[src/rtl/instruction_fetch.sv]
// Instruction fetch stage: PC generation, credit-limited imem requests, in-order
// response buffering and a decoder-facing valid/ready queue with redirect flush.
module instruction_fetch #(
    parameter logic [31:0] RESET_PC = 32'h0000_0000,
    parameter int          DEPTH    = 2
) (
    input  logic        clk,
    input  logic        rst_n,
    output logic        imem_req_valid,
    input  logic        imem_req_ready,
    output logic [31:0] imem_addr,
    input  logic        imem_rsp_valid,
    input  logic [31:0] imem_rsp_data,
    input  logic        redirect_valid,
    input  logic [31:0] redirect_pc,
    output logic        instr_valid,
    input  logic        instr_ready,
    output logic [31:0] instr,
    output logic [31:0] instr_pc
);

    localparam int          AW  = (DEPTH > 1) ? $clog2(DEPTH) : 1;
    localparam int          CW  = AW + 1;
    localparam int          SW  = CW + 2;
    localparam logic [31:0] PC0 = {RESET_PC[31:2], 2'b00};

    logic [31:0]   r_pc;
    logic [CW-1:0] r_outstanding;
    logic [CW-1:0] r_discard_cnt;
    logic [CW-1:0] r_count;

    logic [31:0]   r_tag [DEPTH];
    logic [AW-1:0] r_tag_wr;
    logic [AW-1:0] r_tag_rd;

    logic [31:0]   r_fifo_pc    [DEPTH];
    logic [31:0]   r_fifo_instr [DEPTH];
    logic [AW-1:0] r_wr;
    logic [AW-1:0] r_rd;

    logic          w_instr_valid;
    logic          w_pop;
    logic [SW-1:0] w_inuse;
    logic          w_req_valid;
    logic          w_accept;
    logic          w_rsp_keep;
    logic          w_rsp_drop;
    logic          w_unused;

    assign w_unused = &{1'b0, redirect_pc[1:0]};

    assign w_instr_valid = (r_count != '0);
    assign w_pop         = w_instr_valid && instr_ready;

    // A head entry leaving this cycle frees its slot before any new response can land,
    // which is what lets DEPTH=2 with single-cycle memory sustain one instruction per cycle.
    assign w_inuse     = SW'(r_outstanding) + SW'(r_discard_cnt) + SW'(r_count) - SW'(w_pop);
    assign w_req_valid = rst_n && !redirect_valid && (w_inuse < SW'(DEPTH));
    assign w_accept    = w_req_valid && imem_req_ready;

    assign w_rsp_drop  = imem_rsp_valid && (r_discard_cnt != '0);
    assign w_rsp_keep  = imem_rsp_valid && (r_discard_cnt == '0) && !redirect_valid;

    assign imem_req_valid = w_req_valid;
    assign imem_addr      = r_pc;
    assign instr_valid    = w_instr_valid;
    assign instr          = w_instr_valid ? r_fifo_instr[r_rd] : '0;
    assign instr_pc       = w_instr_valid ? r_fifo_pc[r_rd]    : '0;

    always_ff @(posedge clk or negedge rst_n) begin
        if (!rst_n) begin
            r_pc          <= PC0;
            r_outstanding <= '0;
            r_discard_cnt <= '0;
            r_count       <= '0;
            r_tag_wr      <= '0;
            r_tag_rd      <= '0;
            r_wr          <= '0;
            r_rd          <= '0;
        end else if (redirect_valid) begin
            r_pc          <= {redirect_pc[31:2], 2'b00};
            r_outstanding <= '0;
            r_count       <= '0;
            r_tag_wr      <= '0;
            r_tag_rd      <= '0;
            r_wr          <= '0;
            r_rd          <= '0;
            // Any response this cycle retires one in-flight request, whichever counter owns it.
            r_discard_cnt <= r_discard_cnt + r_outstanding - CW'(imem_rsp_valid);
        end else begin
            if (w_accept) begin
                r_pc     <= r_pc + 32'd4;
                r_tag_wr <= r_tag_wr + 1'b1;
            end
            if (w_rsp_drop) begin
                r_discard_cnt <= r_discard_cnt - 1'b1;
            end
            if (w_rsp_keep) begin
                r_wr     <= r_wr + 1'b1;
                r_tag_rd <= r_tag_rd + 1'b1;
            end
            if (w_pop) begin
                r_rd <= r_rd + 1'b1;
            end
            r_outstanding <= r_outstanding + CW'(w_accept) - CW'(w_rsp_keep);
            r_count       <= r_count + CW'(w_rsp_keep) - CW'(w_pop);
        end
    end

    // Payload storage carries no reset; occupancy is tracked entirely by the control above.
    always_ff @(posedge clk) begin
        if (w_accept) begin
            r_tag[r_tag_wr] <= r_pc;
        end
        if (w_rsp_keep) begin
            r_fifo_pc[r_wr]    <= r_tag[r_tag_rd];
            r_fifo_instr[r_wr] <= imem_rsp_data;
        end
    end

    a_no_overflow: assert property (@(posedge clk) disable iff (!rst_n)
        w_rsp_keep |-> (r_count < CW'(DEPTH)));

    a_credit_bound: assert property (@(posedge clk) disable iff (!rst_n)
        (SW'(r_outstanding) + SW'(r_discard_cnt) + SW'(r_count)) <= SW'(DEPTH));

    a_addr_aligned: assert property (@(posedge clk) disable iff (!rst_n)
        imem_addr[1:0] == 2'b00);

endmodule

[config.mk]
export PLATFORM = sky130hd
export DESIGN_NAME = instruction_fetch
export DESIGN_NICKNAME = d
export VERILOG_FILES = /design/src/rtl/instruction_fetch.sv
export SDC_FILE = /design/constraint.sdc
export NUM_CORES = 1
export LEC_CHECK = 0
export CAP_MARGIN = 5
export CORE_MARGIN = 5
export CORE_UTILIZATION = 45
export CTS_CLUSTER_SIZE = 30
export DETAILED_ROUTE_END_ITERATION = 8
export PLACE_DENSITY = 0.78
export SLEW_MARGIN = 15
export SYNTH_ARGS = -nofsm -noshare
export SYNTH_HDL_FRONTEND = slang
export SYNTH_SLANG_ARGS = --single-unit
[constraint.sdc]
create_clock -name clk -period 10.8 [get_ports clk]
set_input_delay 1.08 -clock clk [delete_from_list [all_inputs] [get_ports clk]]
set_output_delay 1.08 -clock clk [all_outputs]
set_load 0.02 [all_outputs]
======== After elaboration in Yosys (flattened, before gate mapping) ========
Memories as Yosys holds them, arrays and structs flattened.
Cells that the tools add are included.
storage, ports and cells
  RAM bits ................................ 192
  output and inout bits ................... 98
  memories kept ........................... 3
  bits in registers ....................... 42
  bits of input ports ..................... 70
operators by class
  $add $sub $neg .......................... 15
  muxes and demuxes ....................... 20
  reductions and logical operators ........ 15
  order comparisons ....................... 1
memories
  name          words  width  rd ports  clocked after memory_dff  write ports  RTL line  text
  r_fifo_instr  2      32     1         0                         1            37        logic [31:0] r_fifo_instr [DEPTH];
  r_fifo_pc     2      32     1         0                         1            36        logic [31:0] r_fifo_pc [DEPTH];
  r_tag         2      32     1         0                         1            32        logic [31:0] r_tag [DEPTH];
operators with widths
  kind                     count
  $mux W32                 4
  $add A32 B3 Y32 const B  1
  $mux W1                  12
  $reduce_bool A2 Y1       6
  $mux W2                  4
  $logic_and A1 B1 Y1      7
  $sub A2 B1 Y2            3
  $add A1 B1 Y1 const B    4
  $add A2 B1 Y2            2
  $add A3 B2 Y4            1
  $lt A4 B2 Y1 const B     1
  $sub A4 B1 Y4            1
  $add A2 B2 Y3            1
  $add A2 B2 Y2            1
  $logic_not A2 Y1         1
  $sub A2 B1 Y2 const B    1
  $logic_not A1 Y1         1

======== Depth between registers and ports, before layout ========
  word-level depth ........................ 9
  gate-level depth with buffers ........... 15
  gate-level depth less buffers ........... 14

======== Worst setup path after synthesis ========
No wires, ideal clock.
  kind .................................... input port to flip-flop
  start ................................... input port redirect_valid
  end ..................................... memory r_fifo_instr[0][0] (enable)
  slack ................................... 4.505 ns
  library setup time ...................... 0.559 ns
  stages on the path ...................... 3
  path buffers ............................ 2
  arrival ................................. 5.736 ns
  cell sequence ........................... clkbuf_1 buf_1 nor3_1
between the ends
  longest elaborated chain between the ends .. 4
RTL lines
  what                           RTL line  text
  from (decl)                    14        input logic redirect_valid,
  $logic_not A1 Y1               62        assign w_rsp_keep = imem_rsp_valid && (r_discard_cnt == '0) && !redirect_valid;
  $logic_and A1 B1 Y1            62
  $mux W1                        115       if (w_rsp_keep) begin
  $mux W1 (not written as such)  117       r_fifo_instr[r_wr] <= imem_rsp_data;
  to (decl)                      37
No other way between the ends.

======== Final worst setup path ========
  start ................................... input port instr_ready
  end ..................................... output port imem_req_valid
between the ends
  longest elaborated chain between the ends .. 4
RTL lines
  what                 RTL line  text
  from (decl)          17        input logic instr_ready,
  $logic_and A1 B1 Y1  53        assign w_pop = w_instr_valid && instr_ready;
  $sub A4 B1 Y4        57        assign w_inuse = SW'(r_outstanding) + SW'(r_discard_cnt) + SW'(r_count) - SW'(w_pop);
  $lt A4 B2 Y1         58        assign w_req_valid = rst_n && !redirect_valid && (w_inuse < SW'(DEPTH));
  $logic_and A1 B1 Y1  58
  to (decl)            9         output logic imem_req_valid,
No other way between the ends.

==> metrics.txt <==
largest family of logic cells by synthesized area simple AND/OR/NAND/NOR gates; DR iter-0 viols 320; Reg area 6530 sq um; Design Area, Final 11,940 sq um; layout cells sized above 1 9.386%; post-cts gate resize count 0; Logic pwr share 33.6%; Worst Tran Pin Value 1.164 ns; Core Rows 52; final setup skew 0.01258 ns; CP cell instances clkdlybuf4s50_1, o21ai_1, nor2_1, fa_1, inv_1, ha_1, fa_1, xnor2_1, and4_1, clkdlybuf4s50_1; Post-CTS Hold Buffers 0; number of antenna violations at the first check in global routing 0; most frequent cells in the layout edfxtp_1 (184), clkdlybuf4s50_1 (160), nor2_1 (89), mux2i_1 (63), dfrtp_1 (39); Wirelength per Cell 18.24 microns; Die H 154.4 microns; post-synthesis mux area share 10.33%; CTS tree yes; Clk pwr share 25.3%; pins over their slew limit 0; critical path fanouts, max 6; Avg Inst Size Synth 14.36 sq um; min Tclk post-route 5.097 ns; Critical-path top delay cell clkdlybuf4s50_1; Ys Warns 0; Post-CTS Setup Bufs 0; CTS H-tree depth 1; max cap viols 0; crit path DAT 4.02 ns; CTS buffer count 23; largest net degree at the start of global routing 64; EDFF count, synth 184; cell total after placement 1,061; Post-Synth Adder-Cell Area 1.761%; Via density 5.309; grt total ovfl 0; synth unique cells 40; Core Area 20,360 sq um; drc violations 0; footprint of the multi-input gates 2681 sq um; Sw Ratio 32.42%; final setup fails 0; pwr dens 232.9 nW/um^2; n_diodes 0; Switching Power 0.0009012 W; endpoints failing hold 0; mapped cell area 9376 sq um; WS Path Type in2out; first-pass GRT wire length 31.53 mm; layout net count 898; Clock Sinks 224; post-route clock period utilization 47.20%; full die area 23,820 sq um; Die W 154.4 microns; LEAKAGE 4.031 nW; Worst EP required 9.72 ns; RSZ-0062 raised after global routing false; initial core utilization 46.04%; Synth Register Bits 224; most common cell after layout, fill and taps aside edfxtp_1; Clock Path Buffers 3; Slew Limit Headroom 22.40%; I/O Buffers 161; ANT nets after route 0; Post-Synth Simple-Gate Area 10.48%; asr flop ratio synth 17.86%; Layout area overhead 27.32%; Via Count 5,845; post-synthesis sequential area ratio 69.60%; Fmax 196.2 MHz; DRT Wirelength 20.08 mm; Seq pwr share 41.1%; setup slack, reg-to-reg 6.47 ns; crit path capture type output pin; vias in the first global route 5,813; Hold Path Class reg2reg; Synth Area in Compound Gates 3.896%; Post-DP Area 11,280 sq um; io pins 168; clk slew on worst S/H paths 0.06 ns; Filler cells 1,596; status completed; Worst VDD drop 141.2 uV; Int Pwr 0.001879 W; Total Neg Setup Slack 0 ns; CP peak stage delay 0.62 ns; Clock Latency Late Sink 0.50 ns; Layout Cells excl Fill 1,101; Root Buffer clkbuf_16; synthesized-area fraction occupied by xor and xnor cells 1.775%; Post-Syn Instances 653; startpoint types input port; Routability Congestion 0.8033; GRT Total Usage 16.58%; HPWL after DPL 12.97 mm; predominant post-synthesis flop cell edfxtp_1; drt pass-1 iters 4
==> layout make-up <==
class / count / area share (%)
sequential: 224 / 54.70
multi-input combinational: 383 / 22.46
timing repair buffer: 170 / 14.02
clock buffer: 34 / 5.335
tap: 270 / 2.830
inverter: 14 / 0.4402
clock inverter: 6 / 0.2096
==> path summary, 6_finish.rpt <==
path                                   from               to  cells after the start
worst max register to register   r_count[0]    imem_addr[25]                     10
worst max-delay path            instr_ready   imem_req_valid                     10
max in group asynchronous             rst_n             r_rd                      1
worst min-delay path            r_tag[1][4]  r_fifo_pc[0][4]                      1
worst min register to register  r_tag[1][4]  r_fifo_pc[0][4]                      1
min in group asynchronous             rst_n     imem_addr[2]                      1
==> logic make-up after synthesis <==
family | count (synthesis)
buffers and inverters | 49
adders and majority gates | 12
xor gates and xnor gates | 19
and+or+nand+nor | 196
muxes | 93
AOI/OAI and AO/OA | 59
other | 1
DFF | 224
==> stage by stage <==
stage | utilization, % | power, W | hold slack [ns] | worst slack, ns
final | 58.62 | 0.002780 | 0.5607 | 5.703
after global routing | 58.62 | 0.002932 | 0.5767 | 5.525
after CTS | 58.62 | 0.002815 | 0.5525 | 5.685
after detailed placement | 55.37 | 0.002111 | 0.5501 | 5.590
after global placement | 55.37 | 0.002090 | 0.5422 | 5.711
after floorplan | - | 0.001695 | 0.5191 | 4.505
==> registers in the layout (all words and copies together), names as in the netlist <==
name	cells
r_discard_cnt	2
r_tag_rd	1
r_fifo_pc	60
r_wr	1
imem_addr	30
r_outstanding	2
r_count	2
r_tag	60
r_fifo_instr	64
r_rd	1
r_tag_wr	1
==> Yosys cell counts (5+ instances only) <==
master	count	area, sq um
nand2_1	23	86.33
buf_1	8	30.03
and3_1	5	31.28
xor2_1	11	96.34
xnor2_1	8	70.07
mux2_2	30	337.8
dfrtp_1	40	1001
mux2i_1	63	630.6
edfxtp_1	184	5525
inv_1	14	52.55
clkbuf_1	23	86.33
nor2_1	92	345.3
nand3_1	16	80.08
o21ai_0	19	95.09
nand4_1	14	87.58
or4_1	19	142.6
o31ai_1	12	90.09
a31oi_1	17	106.4
ha_1	10	125.1
or3_1	7	43.79
==> power by group through the flow <==
| stage | logic, W | clock network, W | registers, W |
|---|---|---|---|
| finish | 0.000933 | 0.000703 | 0.00114 |
| CTS | 0.000951 | 0.000718 | 0.00115 |
| floorplan | 0.000581 | 0 | 0.00111 |
| global placement | 0.000932 | 0 | 0.00116 |
| detailed placement | 0.000947 | 0 | 0.00116 |
| global route | 0.00102 | 0.000760 | 0.00116 |
==> worst max-delay path: cells and delay by family <==
| family | cells | cell delay, ns |
|---|---|---|
| buf+inv | 3 | 1.09 |
| xor+xnor | 1 | 0.17 |
| simple gates | 2 | 0.32 |
| compound gates | 1 | 0.28 |
| fa+ha+maj | 3 | 1.07 |
==> metal layers <==
| layer | track usage, % | routed length, microns | vias up |
|---|---|---|---|
| met5 | 0 | 0 | - |
| met4 | 5.257 | 440 | 0 |
| met3 | 3.828 | 1420 | 29 |
| met2 | 28.16 | 9888 | 216 |
| met1 | 21.21 | 8333 | 2836 |
| li1 | - | - | 2764 |
Note: power is estimated with default switching activity, not from simulation.
